===== src/rtl/axi_read_arbiter_if.sv =====
// Bundle of the two requester-facing AXI read ports and the shared slave-facing read port.
// The "slave" modport is the arbiter's view; "master" is the environment's view.
interface axi_read_arbiter_if #(
    parameter int ADDR_WIDTH = 32,
    parameter int DATA_WIDTH = 32
);
    logic [1:0][ADDR_WIDTH-1:0] s_axi_araddr;
    logic [1:0][7:0]            s_axi_arlen;
    logic [1:0][2:0]            s_axi_arsize;
    logic [1:0][1:0]            s_axi_arburst;
    logic [1:0]                 s_axi_arvalid;
    logic [1:0]                 s_axi_arready;
    logic [1:0][DATA_WIDTH-1:0] s_axi_rdata;
    logic [1:0][1:0]            s_axi_rresp;
    logic [1:0]                 s_axi_rlast;
    logic [1:0]                 s_axi_rvalid;
    logic [1:0]                 s_axi_rready;

    logic [ADDR_WIDTH-1:0]      m_axi_araddr;
    logic [7:0]                 m_axi_arlen;
    logic [2:0]                 m_axi_arsize;
    logic [1:0]                 m_axi_arburst;
    logic                       m_axi_arvalid;
    logic                       m_axi_arready;
    logic [DATA_WIDTH-1:0]      m_axi_rdata;
    logic [1:0]                 m_axi_rresp;
    logic                       m_axi_rlast;
    logic                       m_axi_rvalid;
    logic                       m_axi_rready;

    modport slave (
        input  s_axi_araddr, s_axi_arlen, s_axi_arsize, s_axi_arburst, s_axi_arvalid, s_axi_rready,
        input  m_axi_arready, m_axi_rdata, m_axi_rresp, m_axi_rlast, m_axi_rvalid,
        output s_axi_arready, s_axi_rdata, s_axi_rresp, s_axi_rlast, s_axi_rvalid,
        output m_axi_araddr, m_axi_arlen, m_axi_arsize, m_axi_arburst, m_axi_arvalid, m_axi_rready
    );

    modport master (
        output s_axi_araddr, s_axi_arlen, s_axi_arsize, s_axi_arburst, s_axi_arvalid, s_axi_rready,
        output m_axi_arready, m_axi_rdata, m_axi_rresp, m_axi_rlast, m_axi_rvalid,
        input  s_axi_arready, s_axi_rdata, s_axi_rresp, s_axi_rlast, s_axi_rvalid,
        input  m_axi_araddr, m_axi_arlen, m_axi_arsize, m_axi_arburst, m_axi_arvalid, m_axi_rready
    );
endinterface


===== src/rtl/axi_read_arbiter.sv =====
// Two-requester AXI read arbiter: round-robin grant, one outstanding burst at a time,
// grant held from address phase through the last data beat.
module axi_read_arbiter #(
    parameter int ADDR_WIDTH = 32,
    parameter int DATA_WIDTH = 32
) (
    input  logic                clk,
    input  logic                rst,
    axi_read_arbiter_if.slave   bus,
    output logic                grant_id,
    output logic                busy
);
    typedef enum logic [1:0] {IDLE, ADDR, DATA} state_e;

    state_e state_q, state_d;
    logic   grant_q, grant_d;
    logic   last_q, last_d;

    always_ff @(posedge clk or posedge rst) begin
        if (rst) begin
            state_q <= IDLE;
            grant_q <= 1'b0;
            last_q  <= 1'b1;    // requester 0 wins the first contended round
        end else begin
            state_q <= state_d;
            grant_q <= grant_d;
            last_q  <= last_d;
        end
    end

    always_comb begin
        state_d = state_q;
        grant_d = grant_q;
        last_d  = last_q;

        bus.s_axi_arready = '0;
        bus.s_axi_rdata   = '0;
        bus.s_axi_rresp   = '0;
        bus.s_axi_rlast   = '0;
        bus.s_axi_rvalid  = '0;
        bus.m_axi_araddr  = '0;
        bus.m_axi_arlen   = '0;
        bus.m_axi_arsize  = '0;
        bus.m_axi_arburst = '0;
        bus.m_axi_arvalid = 1'b0;
        bus.m_axi_rready  = 1'b0;

        case (state_q)
            IDLE: begin
                if (|bus.s_axi_arvalid) begin
                    grant_d = (&bus.s_axi_arvalid) ? ~last_q : bus.s_axi_arvalid[1];
                    last_d  = grant_d;
                    state_d = ADDR;
                end
            end
            ADDR: begin
                bus.m_axi_araddr           = ADDR_WIDTH'(bus.s_axi_araddr[grant_q]);
                bus.m_axi_arlen            = bus.s_axi_arlen[grant_q];
                bus.m_axi_arsize           = bus.s_axi_arsize[grant_q];
                bus.m_axi_arburst          = bus.s_axi_arburst[grant_q];
                bus.m_axi_arvalid          = bus.s_axi_arvalid[grant_q];
                bus.s_axi_arready[grant_q] = bus.m_axi_arready;
                if (bus.s_axi_arvalid[grant_q] && bus.m_axi_arready)
                    state_d = DATA;
            end
            DATA: begin
                bus.s_axi_rdata[grant_q]  = DATA_WIDTH'(bus.m_axi_rdata);
                bus.s_axi_rresp[grant_q]  = bus.m_axi_rresp;
                bus.s_axi_rlast[grant_q]  = bus.m_axi_rlast;
                bus.s_axi_rvalid[grant_q] = bus.m_axi_rvalid;
                bus.m_axi_rready          = bus.s_axi_rready[grant_q];
                if (bus.m_axi_rvalid && bus.s_axi_rready[grant_q] && bus.m_axi_rlast)
                    state_d = IDLE;
            end
            default: state_d = IDLE;
        endcase
    end

    assign grant_id = grant_q;
    assign busy     = (state_q != IDLE);
endmodule


===== src/flat_wrapper.sv =====
// flat-port wrapper written by rule: the top's interface ports become plain ports
module axi_read_arbiter_flat 
#(
    parameter int ADDR_WIDTH = 32,
    parameter int DATA_WIDTH = 32
)
  (clk, rst, grant_id, busy, bus_s_axi_araddr, bus_s_axi_arlen, bus_s_axi_arsize, bus_s_axi_arburst, bus_s_axi_arvalid, bus_s_axi_rready, bus_m_axi_arready, bus_m_axi_rdata, bus_m_axi_rresp, bus_m_axi_rlast, bus_m_axi_rvalid, bus_s_axi_arready, bus_s_axi_rdata, bus_s_axi_rresp, bus_s_axi_rlast, bus_s_axi_rvalid, bus_m_axi_araddr, bus_m_axi_arlen, bus_m_axi_arsize, bus_m_axi_arburst, bus_m_axi_arvalid, bus_m_axi_rready);
  axi_read_arbiter_if #(.ADDR_WIDTH(ADDR_WIDTH), .DATA_WIDTH(DATA_WIDTH)) bus_i ();
  input  logic clk;
  input  logic rst;
  output logic grant_id;
  output logic busy;
  input wire logic [$bits(bus_i.s_axi_araddr)-1:0] bus_s_axi_araddr;
  input wire logic [$bits(bus_i.s_axi_arlen)-1:0] bus_s_axi_arlen;
  input wire logic [$bits(bus_i.s_axi_arsize)-1:0] bus_s_axi_arsize;
  input wire logic [$bits(bus_i.s_axi_arburst)-1:0] bus_s_axi_arburst;
  input wire logic [$bits(bus_i.s_axi_arvalid)-1:0] bus_s_axi_arvalid;
  input wire logic [$bits(bus_i.s_axi_rready)-1:0] bus_s_axi_rready;
  input wire logic [$bits(bus_i.m_axi_arready)-1:0] bus_m_axi_arready;
  input wire logic [$bits(bus_i.m_axi_rdata)-1:0] bus_m_axi_rdata;
  input wire logic [$bits(bus_i.m_axi_rresp)-1:0] bus_m_axi_rresp;
  input wire logic [$bits(bus_i.m_axi_rlast)-1:0] bus_m_axi_rlast;
  input wire logic [$bits(bus_i.m_axi_rvalid)-1:0] bus_m_axi_rvalid;
  output wire logic [$bits(bus_i.s_axi_arready)-1:0] bus_s_axi_arready;
  output wire logic [$bits(bus_i.s_axi_rdata)-1:0] bus_s_axi_rdata;
  output wire logic [$bits(bus_i.s_axi_rresp)-1:0] bus_s_axi_rresp;
  output wire logic [$bits(bus_i.s_axi_rlast)-1:0] bus_s_axi_rlast;
  output wire logic [$bits(bus_i.s_axi_rvalid)-1:0] bus_s_axi_rvalid;
  output wire logic [$bits(bus_i.m_axi_araddr)-1:0] bus_m_axi_araddr;
  output wire logic [$bits(bus_i.m_axi_arlen)-1:0] bus_m_axi_arlen;
  output wire logic [$bits(bus_i.m_axi_arsize)-1:0] bus_m_axi_arsize;
  output wire logic [$bits(bus_i.m_axi_arburst)-1:0] bus_m_axi_arburst;
  output wire logic [$bits(bus_i.m_axi_arvalid)-1:0] bus_m_axi_arvalid;
  output wire logic [$bits(bus_i.m_axi_rready)-1:0] bus_m_axi_rready;
  assign bus_i.s_axi_araddr = bus_s_axi_araddr;
  assign bus_i.s_axi_arlen = bus_s_axi_arlen;
  assign bus_i.s_axi_arsize = bus_s_axi_arsize;
  assign bus_i.s_axi_arburst = bus_s_axi_arburst;
  assign bus_i.s_axi_arvalid = bus_s_axi_arvalid;
  assign bus_i.s_axi_rready = bus_s_axi_rready;
  assign bus_i.m_axi_arready = bus_m_axi_arready;
  assign bus_i.m_axi_rdata = bus_m_axi_rdata;
  assign bus_i.m_axi_rresp = bus_m_axi_rresp;
  assign bus_i.m_axi_rlast = bus_m_axi_rlast;
  assign bus_i.m_axi_rvalid = bus_m_axi_rvalid;
  assign bus_s_axi_arready = bus_i.s_axi_arready;
  assign bus_s_axi_rdata = bus_i.s_axi_rdata;
  assign bus_s_axi_rresp = bus_i.s_axi_rresp;
  assign bus_s_axi_rlast = bus_i.s_axi_rlast;
  assign bus_s_axi_rvalid = bus_i.s_axi_rvalid;
  assign bus_m_axi_araddr = bus_i.m_axi_araddr;
  assign bus_m_axi_arlen = bus_i.m_axi_arlen;
  assign bus_m_axi_arsize = bus_i.m_axi_arsize;
  assign bus_m_axi_arburst = bus_i.m_axi_arburst;
  assign bus_m_axi_arvalid = bus_i.m_axi_arvalid;
  assign bus_m_axi_rready = bus_i.m_axi_rready;
  axi_read_arbiter #(.ADDR_WIDTH(ADDR_WIDTH), .DATA_WIDTH(DATA_WIDTH)) u_core (.clk(clk), .rst(rst), .bus(bus_i), .grant_id(grant_id), .busy(busy));
endmodule

===== config.mk =====
export PLATFORM = sky130hd
export DESIGN_NAME = axi_read_arbiter_flat
export DESIGN_NICKNAME = d
export VERILOG_FILES = /design/src/rtl/axi_read_arbiter_if.sv /design/src/rtl/axi_read_arbiter.sv /design/src/flat_wrapper.sv
export SDC_FILE = /design/constraint.sdc
export NUM_CORES = 1
export LEC_CHECK = 0
export CAP_MARGIN = 25
export CORE_AREA = 5 5 96 98
export CTS_CLUSTER_DIAMETER = 200
export CTS_CLUSTER_SIZE = 8
export DETAILED_ROUTE_END_ITERATION = 12
export DIE_AREA = 0 0 101 103
export HOLD_SLACK_MARGIN = 0.15
export PLACE_DENSITY = 0.71
export SYNTH_ARGS = -nofsm -noshare
export SYNTH_HDL_FRONTEND = slang
export SYNTH_SLANG_ARGS = --single-unit

===== constraint.sdc =====
create_clock -name clk -period 1.8 [get_ports clk]
set_input_delay 0.45 -clock clk [delete_from_list [all_inputs] [get_ports clk]]
set_output_delay 0.45 -clock clk [all_outputs]
set_load 0.05 [all_outputs]

**Word level (Yosys, flattened, before mapping)**

Index checks and enable logic that the tools add are counted.

- Magnitude comparators: 2
- Eq/ne operators: 5
- Mux-type cells: 34
- Bitwise gates (word level): 6
- Reductions and logical operators: 10

Operators with widths:

| kind | count |
|---|---|
| $mux 32 | 4 |
| $and 64x64->64 | 1 |
| $mux 64 | 1 |
| $demux 32 s1 | 1 |
| $mux 8 | 3 |
| $mux 2 | 10 |
| $mux 3 | 3 |
| $mux 1 | 8 |
| $and 2x2->2 | 3 |
| $ne 2x1->1 const B | 3 |
| $pmux 2 s3 | 1 |
| $and 4x4->4 | 1 |
| $logic_and 1x1->1 | 4 |
| $mux 4 | 1 |
| $reduce_and 2->1 | 2 |
| $reduce_and 3->1 | 1 |
| $demux 2 s1 | 1 |
| $eq 2x1->1 const B | 1 |
| $eq 2x2->1 const B | 1 |
| $logic_not 2->1 | 1 |
| $lt 1x2->1 const B | 1 |
| $reduce_bool 2->1 | 1 |
| $reduce_or 2->1 | 1 |
| $demux 1 s1 | 1 |
| 2 further kinds | 2 |

- Register bits: 4
- Bits of input ports: 133
- Output and inout bits: 123
- Word-level logic and storage cells: 60

**Logic depth before layout (Yosys ltp)**

- Word-level depth: 6
- Depth in mapped cells: 5

**Worst setup path after synthesis**

OpenSTA, ideal clock, no wires.

- Path kind: reg2out
- From: register u_core.grant_q, in the netlist u_core.grant_id
- To: output bus_s_axi_arready[0]
- Arrival time: 2.165 ns
- Data required time: 1.350 ns
- Setup slack: -0.815 ns
- Cell stages (with the launch flop): 5
- Buffers on the path: 3
- Cell sequence: dfrtp_1 -> buf_6 -> buf_6 -> buf_6 -> nor3_1

- Longest elaborated chain between the ends: 6
- Elaborated cells between the ends (all ways): 7
- Classes of those cells: 2 x order compare; 3 x mux; 1 x bitwise; 1 x reduce/logical

RTL lines:

| what | line | source |
|---|---|---|
| start, declared | axi_read_arbiter.sv:16 | `logic grant_q, grant_d;` |
| start signal, assigned | axi_read_arbiter.sv:26 | `grant_q <= grant_d;` |
| $lt 1x2->1 (not written as such) or $ge 1x1->1 (tied branches) | axi_read_arbiter.sv:62 | `bus.s_axi_arready[grant_q] = bus.m_axi_arready;` |
| $logic_and 1x1->1 (not written as such) | axi_read_arbiter.sv:62 |  |
| $mux 1 (not written as such) | axi_read_arbiter.sv:62 |  |
| $demux 1 s1 (*) | n/a |  |
| $and 2x2->2 (no source line) (*) | n/a |  |
| $mux 2 (*) | axi_read_arbiter.sv:48 | `case (state_q)` |
| end, declared | flat_wrapper.sv:24 | `output wire logic [$bits(bus_i.s_axi_arready)-1:0] bus_s_axi_arready;` |

Every way passes the cells marked *; elsewhere a longest branch is shown, timed or not.

**Worst setup path after layout**

- From: register u_core.grant_q, in the netlist u_core.grant_id
- To: output bus_s_axi_rdata[3]

- Longest elaborated chain between the ends: 6
- Elaborated cells between the ends (all ways): 7
- Classes of those cells: 2 x order compare; 3 x mux; 1 x bitwise; 1 x reduce/logical

RTL lines:

| what | line | source |
|---|---|---|
| $lt 1x2->1 (not written as such) or $ge 1x1->1 (tied branches) | axi_read_arbiter.sv:67 | `bus.s_axi_rdata[grant_q] = DATA_WIDTH'(bus.m_axi_rdata);` |
| $logic_and 1x1->1 (not written as such) | axi_read_arbiter.sv:67 |  |
| $mux 32 (not written as such) | axi_read_arbiter.sv:67 |  |
| $demux 32 s1 (*) | n/a |  |
| $and 64x64->64 (no source line) (*) | n/a |  |
| $mux 64 (*) | axi_read_arbiter.sv:48 |  |
| end, declared | flat_wrapper.sv:25 | `output wire logic [$bits(bus_i.s_axi_rdata)-1:0] bus_s_axi_rdata;` |

Marked as above.

==> flow_summary.ini <==
[outcome]
outcome = finished with violations
violations = negative setup slack

[clocking]
holdBufCountCts = 0
cts_buffers = 3
cts_tree = built
clock_path_buffers = 2
cts.sinks = 4
path_clk_slew_ps = 30
worstSkewPairLatency_ps = 220
ctsRootBufferMaster = clkbuf_8
cts_max_level = 1

[finish]
num_antenna_cells = 0
area_delta_synth_final_pct = 351
fillers = 463
num-nets-final = 632
multi_input_area_sq_um = 2140
register_area_sq_um = 105
drive_gt1_frac = 0.711
final_util = 0.798
fin_cells = 606

[worst_setup_path]
crit_slowest_cell = dfrtp_2
cp.arrival_ps = 1490
cp_common_cell = buf_12
cp-end-kind = primary output
cp_data_required_time_ps = 1350
crit_family = buffers and inverters
path_cells = buf_12, nor2_4, buf_6, buf_12, and2_4, buf_8
path_max_fanout = 9
worst-setup-path-type = reg -> out
slowest_delay_ps = 440
start_kind = flop
crit_buf_inv = 4

[placed_design]
place_inst = 573
io_buffers = 255
gp_congestion = 0.790
dpl.hpwl_um = 8660

[synth]
synth_async_sr_flop_share = 1.00
synthFlopType = dfrtp_1
synthMostInstantiatedCell = and2_1
synth-simple-area-share = 0.484
ys_warn_count = 0
synth.area.mux_share = 0.324
synth_adder_area_share = 0
synth_common_cells = and2_1, nor2_1, mux2i_1, buf_2, buf_6
synthCells = 208
synth_area_leaders = and2_1, mux2i_1, nor2_1
synth_edf_count = 0
yosysUniqueCellTypes = 23
synth_top_area_share = 0.304
ys_ff_latch = 4
synth-xor-area-share = 0
synth_top_family_by_area = simple AND/OR/NAND/NOR gates
synthesis.nets = 341
yosysTopAreaCell = and2_1
yosysSeqAreaShare = 0.0684
synth_area_sq_um = 1480
synth-compound-area-share = 0.0287
syn_area_per_cell_sq_um = 7.13

[timing]
fin_ws_ps = -139
max_slew_margin = 0.826
grt_setup_unrepaired = yes
setup-violations-final = 115
skew_ps = 4.68
tightest_slew_ps = 254
finalMaxSlewViolations = 0
post-route-period-util = 1.08
fmax_ghz = 0.516
hold-worst-slack_ps = 416
fin_crit_ps = 1940
timing.final.hold_violations = 0

[detailed_routing]
dr.pass1.iters = 4
drt_iter0_drc = 39
postRouteAntennaNets = 0
wirelength_um = 11900
drc = 0
viasPerCell = 4.37
wl_per_cell_um = 19.6
vias = 2648

[die]
die_area_sq_um = 10400
rows = 34
die_y_um = 103
die_x_um = 101
start_util = 0.177
ios = 256
design.core.area_sq_um = 8380

[global_routing]
grt_pass1_vias = 2692
antenna_found_initial = 0
overflow = 0
grt.total_usage = 0.183
grt_pass1_wl_um = 14800
grt_max_degree = 24

[power]
leakagePower_uw = 0.00267
cellPowerDensity_nw_per_um2 = 1580
ir_drop_mv = 1.58

[hold_path]
hp-class = in -> async

[job]
drv_cap = 0
[per-stage QoR]
step	worst slack, ps	cell area (sq um)	total power (uW)	TNS, ps
global placement	-99.7	5570	8970	-308
finish	-139	6680	10600	-11170
detailed placement	-134	5570	9050	-359
CTS	-148	6000	9690	-13050
global route	-187	6680	11000	-17130
floorplan	-61.1	1960	5110	-2940
[logic make-up (layout without fill, tap and decap cells)]
family          count (synthesis)  in the layout
flops                           4              4
buf+inv                        21            310
simple gates                  131            132
mux                            47             47
compound gates                  5              5
[final timing paths]
path                                             startpoint                       endpoint  slack, ps  cells after the start
worst max-delay path            u_core.grant_id$_DFFE_PP0P_             bus_s_axi_rdata[3]       -140                      6
worst min-delay path                                    rst  u_core.state_q[0]$_DFFE_PP0P_        420                      2
worst max register to register  u_core.grant_id$_DFFE_PP0P_  u_core.state_q[1]$_DFFE_PP0P_        310                      5
worst min register to register    u_core.last_q$_DFFE_PP1P_      u_core.last_q$_DFFE_PP1P_        530                      2
max in group asynchronous                               rst      u_core.last_q$_DFFE_PP1P_       1160                      2
min in group clk                  u_core.last_q$_DFFE_PP1P_      u_core.last_q$_DFFE_PP1P_        530                      2
[power breakdown]
| part | internal (uW) | total, uW | switching [uW] |
|---|---|---|---|
| Sequential | 149 | 204 | 55.1 |
| Combinational | 5020 | 10200 | 5160 |
| Clock | 151 | 197 | 46.2 |
[state kept, by name, summed over array words and instances (netlist names)]
name / flops
u_core.grant_id: 1
u_core.state_q: 2
u_core.last_q: 1
[routing by layer]
layer  vias to the layer above  track usage  share of wire
met5                         -            0              0
met4                         0       0.0286          0.016
met3                        14       0.0433          0.075
met2                       128        0.370           0.58
met1                      1241        0.193           0.33
li1                       1265            -              -
[cell type report]
class,instances,share of cell area
Clock buffer,4,0.00674
Tap cell,108,0.0202
Inverter,4,0.00225
Sequential cell,4,0.0157
Timing Repair Buffer,302,0.636
Multi-Input combinational cell,184,0.320
[cells in the final DEF, fill, tap and decap left out, types with 3 or more instances in the layout]
master,netlist,routed
clkbuf_8,0,3
dfrtp_2,0,3
nor2_4,2,47
and2_2,0,5
buf_4,4,21
clkdlybuf4s50_1,0,128
clkbuf_16,0,4
mux2i_2,0,26
nand2b_4,1,3
buf_12,0,99
and2_4,0,67
buf_8,0,40
buf_6,5,5
mux2i_4,0,18
[what timing repair did]
| action | 4_1_cts | 5_1_grt |
|---|---|---|
| gates resized for setup | 89 | 123 |
| cloned | 2 | 8 |
| setup endpoints to repair | 119 | 121 |
| pin swaps | 13 | 19 |
| buffers inserted | 9 | 11 |
Power figures use the tool's default switching activity.
==> patch 1 (same flow settings) <==
Reset style: synchronous (`rst`), changed in one clocked block.
--- a/src/rtl/axi_read_arbiter.sv
+++ b/src/rtl/axi_read_arbiter.sv
@@ -17,5 +17,5 @@
     logic   last_q, last_d;
 
-    always_ff @(posedge clk or posedge rst) begin
+    always_ff @(posedge clk) begin
         if (rst) begin
             state_q <= IDLE;
Function: differs if rst is asserted again (counterexample within 4 cycles, from zero or initial values and one cycle with rst high); with rst held inactive, the same outputs for 10 cycles.
==> patch 1 against the unedited design <==
  * The flow still finishes with violations (negative setup slack)
  * Die area is the same
  * Largest cell class unchanged
  * Non-clock buffer count shrank 6
  * Worst hold slack gained 0.097 ns
  * Cell area grew 3.1%
  * Area after synthesis shrank 1.7%
  * Critical endpoint is now bus_m_axi_arsize[0]
  * Sequential cell count is the same
  * Critical path depth shrank 1
  * Wire length shrank 1.7%
  * Maximum frequency grew 4.4%
  * Worst setup slack gained 0.082 ns
Power is left out: it rests on default switching activity, and per cell area and clock period it moved more than threefold.
==> patch 1: results (changes against the unedited design) <==
grtUsageMet3: 0.0548  # +0.0115
syn_area_per_cell_um2: 6.94  # -2.6%
globalplace.congestion: 0.791  # +0.14%
clock_path_buffers: 2  # unchanged
first_global_vias: 2781  # +3.3%
setup_viol: 69  # -40%
async_flop_share: 0  # -1.00
vias: 2664  # +0.60%
dr.pass1.iters: 4  # unchanged
grt_max_degree: 37  # +54%
grt_usage: 0.192  # +0.00925
num-nets-final: 627  # -0.79%
failed_checks: "negative setup slack"
wl_mm: 11.7  # -1.7%
diodes: 0  # unchanged
grt_pass1_wl_mm: 15.3  # +3.4%
fillers: 441  # -4.8%
clock_skew_ns: 0.00473  # +0.0000493 ns
crit_arrival_ns: 1.41  # -0.08 ns
fin_ws_ns: -0.0570  # +0.0823 ns
cpLargestDelayFamily: "buffers and inverters"
tightest_slew_ns: 0.394  # +0.140 ns
ys_dominant_reg_cell: "dfxtp_1"
route.top_layer_used: "met4"
largest_register: "u_core.state_q"
dr.first_iter.drc_count: 40  # +2.6%
use_met1: 0.194  # +0.00112
cts_root_buf: "clkbuf_8"
largest_reg_flops: 2  # unchanged
fin_setup_tns_ns: -1.79  # +9.39 ns
status: "finished, violations left"
h-tree-depth: 1  # unchanged
drive_gt1_frac: 0.688  # -0.0232
cts.clk_slew.worst_paths_ns: 0.03  # about the same
syn_nets: 343  # +0.59%
grt_overflow: 0  # unchanged
cp_max_fo: 8  # -1
grt.met2_usage: 0.376  # +0.00658
yosysWarnings: 0  # unchanged
routedLengthMet1_mm: 3.76  # -4.6%
ys_top_cells_by_count: "73 x and2_1, 48 x nor2_1, 46 x mux2i_1"
viasPerCell: 4.43  # +1.4%
synthDistinctLibCells: 26  # +13%
yosysSeqAreaShare: 0.0549  # -0.0134
synth_area_leaders: "mux2i_1 32%, and2_1 31%, nor2_1 12%"
antenna_found_initial: 0  # unchanged
met2WireLength_mm: 6.60  # -3.8%
dp_hpwl_mm: 8.71  # +0.62%
cap_violations: 0  # unchanged
slowest_delay_ns: 0.38  # -0.06 ns
clk_latency_ns: 0.22  # about the same
met3_length_mm: 1.08  # +21%
worst_path_max_delay_cell: "dfxtp_4"
cts-buffers-inserted: 3  # unchanged
dp.cells: 575  # +0.35%
hold_path.class: "reg2reg"
port_buffers: 255  # unchanged
[patch 1: cell types whose count changed after synthesis, sizes merged, moves of 2 or more]
cell,before,now
buf,17,11
clkbuf,0,6
dfxtp,0,4
dfrtp,3,0
and3,1,3
inv,4,2
nor2,48,50
nor3,3,1
[patch 1: layout make-up]
class                           instances  area, um^2  area share
Sequential cell                         4        86.3      0.0125
Clock buffer                            4        45.0     0.00654
Multi-Input combinational cell        187        2230       0.324
Inverter                                2        7.51     0.00109
Tap cell                              108         135      0.0196
Timing Repair Buffer                  296        4380       0.636
[patch 1: path summary, 6_finish.rpt]
kind / start / end / slack [ns] / depth (start not counted)
setup / recovery: u_core.grant_id / bus_m_axi_arsize[0] / -0.06 / 5
hold / removal: u_core.last_q / u_core.last_q / 0.51 / 1
setup reg to reg: u_core.grant_id / u_core.state_q[0] / 0.25 / 6
hold reg to reg: u_core.last_q / u_core.last_q / 0.51 / 1
[patch 1: kinds of logic (layout without fill, tap and decap cells)]
kind of cell           Yosys count  after routing  share of synthesized area
AO/OA/AOI/OAI                    4              4                     0.0206
flip-flops                       4              4                     0.0549
buffers and inverters           19            302                     0.0773
AND/OR/NAND/NOR                136            136                      0.521
multiplexers                    47             47                      0.326
[patch 1: timing repair]
action | 4_1_cts | 5_1_grt
endpoints found under the setup margin | 119 | 121
pin swaps | 6 | 25
hold buffers | 0 | 0
setup buffers | 12 | 2
gates cloned | 3 | 6
resized for setup | 104 | 46
[patch 1: through the flow]
stage	setup WS, ns	hold WS (ns)	instance area, um^2	util
after floorplan	-0.0588	0.459	1800	-
after global placement	-0.150	0.472	5850	0.699
after detailed placement	-0.152	0.506	5850	0.699
after CTS	-0.0565	0.512	6550	0.782
after global routing	-0.105	0.536	6890	0.822
final	-0.0570	0.513	6890	0.822
==> patch 2 (config.mk and constraints unchanged) <==
Without the edit above. `DATA_WIDTH` is set to 32 in 3 places; all go to 24.
--- a/src/rtl/axi_read_arbiter_if.sv
+++ b/src/rtl/axi_read_arbiter_if.sv
@@ -3,5 +3,5 @@
 interface axi_read_arbiter_if #(
     parameter int ADDR_WIDTH = 32,
-    parameter int DATA_WIDTH = 32
+    parameter int DATA_WIDTH = 24
 );
     logic [1:0][ADDR_WIDTH-1:0] s_axi_araddr;
--- a/src/rtl/axi_read_arbiter.sv
+++ b/src/rtl/axi_read_arbiter.sv
@@ -3,5 +3,5 @@
 module axi_read_arbiter #(
     parameter int ADDR_WIDTH = 32,
-    parameter int DATA_WIDTH = 32
+    parameter int DATA_WIDTH = 24
 ) (
     input  logic                clk,
--- a/src/flat_wrapper.sv
+++ b/src/flat_wrapper.sv
@@ -3,5 +3,5 @@
 #(
     parameter int ADDR_WIDTH = 32,
-    parameter int DATA_WIDTH = 32
+    parameter int DATA_WIDTH = 24
 )
   (clk, rst, grant_id, busy, bus_s_axi_araddr, bus_s_axi_arlen, bus_s_axi_arsize, bus_s_axi_arburst, bus_s_axi_arvalid, bus_s_axi_rready, bus_m_axi_arready, bus_m_axi_rdata, bus_m_axi_rresp, bus_m_axi_rlast, bus_m_axi_rvalid, bus_s_axi_arready, bus_s_axi_rdata, bus_s_axi_rresp, bus_s_axi_rlast, bus_s_axi_rvalid, bus_m_axi_araddr, bus_m_axi_arlen, bus_m_axi_arsize, bus_m_axi_arburst, bus_m_axi_arvalid, bus_m_axi_rready);
Interface: changed (resized bus_m_axi_rdata and bus_s_axi_rdata); port bits go from 256 to 232. The function was not compared with the original's and may differ.
==> patch 2 against the unedited design <==
  * The run still ends with negative setup slack left
  * Total power down 3.4%
  * Cell area down 8.0%
  * Worst setup slack worse by 0.042 ns
  * Area after synthesis down 8.8%
  * Wire length down 12%
  * Sequential cell count unchanged
  * Count of clock-buffer cells in the layout unchanged
  * Worst hold slack better by 0.0087 ns
==> patch 2: results (changes against the unedited design) <==
num-nets-final: 568  # -10%
crit_path_start: "u_core.grant_id"
grt.met2_usage: 0.375  # +0.00557
h-tree-depth: 1  # unchanged
grt_usage: 0.180  # -0.00230
dp_hpwl_mm: 7.96  # -8.0%
use_met1: 0.170  # -0.0224
fin_ws_ns: -0.181  # -0.0417 ns
ys_dominant_reg_cell: "dfrtp_1"
cts.clk_slew.worst_paths_ns: 0.04
cpLargestDelayFamily: "flip-flops"
ys_top_cells_by_count: "56 x and2_1, 46 x nor2_1, 45 x mux2i_1"
largest_reg_flops: 2  # unchanged
wl_mm: 10.5  # -12%
slew_headroom: 0.804  # -0.0222
setup_viol: 105  # -8.7%
internal-power_mw: 5.09  # -4.4%
slowest_delay_ns: 0.51  # +0.07 ns
worst_path_max_delay_cell: "dfrtp_4"
synth_area_leaders: "mux2i_1 33%, and2_1 26%, nor2_1 13%"
first_global_vias: 2714  # +0.82%
yosysWarnings: 0  # unchanged
status: "finished, violations left"
grt_max_degree: 29  # +21%
cap_violations: 0  # unchanged
crit_end: "bus_m_axi_araddr[21]"
antenna_found_initial: 0  # unchanged
grtUsageMet3: 0.0771  # +0.0338
globalplace.congestion: 0.818  # +3.6%
clk_latency_ns: 0.22  # about the same
async_flop_share: 1.00  # unchanged
syn_nets: 315  # -7.6%
yosysSeqAreaShare: 0.0749  # +0.00658
viasPerCell: 4.38  # +0.24%
dr.pass1.iters: 4  # unchanged
hold_path.class: "in2async"
p_leak_nw: 2.34  # -12%
cts_root_buf: "clkbuf_8"
grt_pass1_wl_mm: 14.7  # -0.51%
failed_checks: "negative setup slack"
r2r_setup_slack_ns: 0.31  # about the same
clock_path_buffers: 2  # unchanged
diodes: 0  # unchanged
port_buffers: 231  # -9.4%
fillers: 532  # +15%
ff2ff_path_depth: 4  # -1
crit_arrival_ns: 1.53  # +0.04 ns
largest_register: "u_core.state_q"
worstReg2RegEnd: "u_core.state_q[0]"
drive_gt1_frac: 0.683  # -0.0276
cts-buffers-inserted: 3  # unchanged
cp_max_fo: 7  # -2
dr.first_iter.drc_count: 30  # -23%
synthDistinctLibCells: 24  # +4.3%
clock_skew_ns: 0.0104  # +0.00577 ns
irDropWorstVdd_mv: 0.657  # -58%
fin_setup_tns_ns: -13.96  # -2.79 ns
-- patch 2: metrics by stage --
stage	std cells	util	worst slack [ns]	power [mW]	cell area, um^2
floorplan	190	-	-0.0800	5.06	1890
global placement	535	0.639	-0.107	8.40	5350
detailed placement	535	0.639	-0.122	8.49	5350
CTS	544	0.711	-0.169	9.86	5960
global route	550	0.734	-0.231	10.6	6150
finish	550	0.734	-0.181	10.2	6150
-- patch 2: logic make-up (layout without fill, tap and decap cells) --
logic type | Yosys count | after routing | share of synthesized area
buffers and inverters | 19 | 271 | 0.0907
DFF | 4 | 4 | 0.0749
and+or+nand+nor | 115 | 115 | 0.452
muxes | 47 | 47 | 0.355
AOI/OAI and AO/OA | 5 | 5 | 0.0268
-- patch 2: per-layer routing --
layer  share of wire  routed length (um)
met4          0.0011                  12
met2            0.57                5980
met3            0.12                1250
met1            0.31                3280
met5               0                   0
-- patch 2: cell type report --
cell class,instances,area [um^2],share of cell area
timing repair buffer,263,3750,0.610
tap,108,135,0.0220
inverter,4,17.5,0.00285
clock buffer,4,45.0,0.00732
sequential,4,105,0.0171
multi-input combinational,167,2090,0.340
-- patch 2: worst min-delay path by stage --
stage                        from                end  slack, ns  cells after the start
floorplan                     rst  u_core.state_q[0]       0.22                      1
global placement    u_core.last_q      u_core.last_q       0.52                      2
detailed placement  u_core.last_q      u_core.last_q       0.54                      2
CTS                           rst    u_core.grant_id       0.42                      2
global route                  rst    u_core.grant_id       0.45                      2
finish                        rst    u_core.grant_id       0.42                      2
-- patch 2: power groups by stage --
| stage | Combinational, mW | Sequential (mW) | Clock, mW |
|---|---|---|---|
| floorplan | 4.83 | 0.227 | 0 |
| global placement | 8.20 | 0.207 | 0 |
| detailed placement | 8.28 | 0.209 | 0 |
| CTS | 9.44 | 0.217 | 0.208 |
| global route | 10.1 | 0.214 | 0.219 |
| finish | 9.82 | 0.207 | 0.204 |
-- patch 2: worst reg2reg max path: stages, from the launching register on --
cell      delay (ns)
dfrtp_4         0.51
buf_12          0.17
mux2_4          0.30
buf_4           0.14
a311oi_1        0.26
-- patch 2: repair_timing --
| item | CTS | global route |
|---|---|---|
| setup endpoints to repair | 105 | 106 |
| resized for setup | 88 | 22 |
| pin swaps | 5 | 10 |
| buffers inserted | 5 | 4 |
| gates cloned | 2 | 2 |
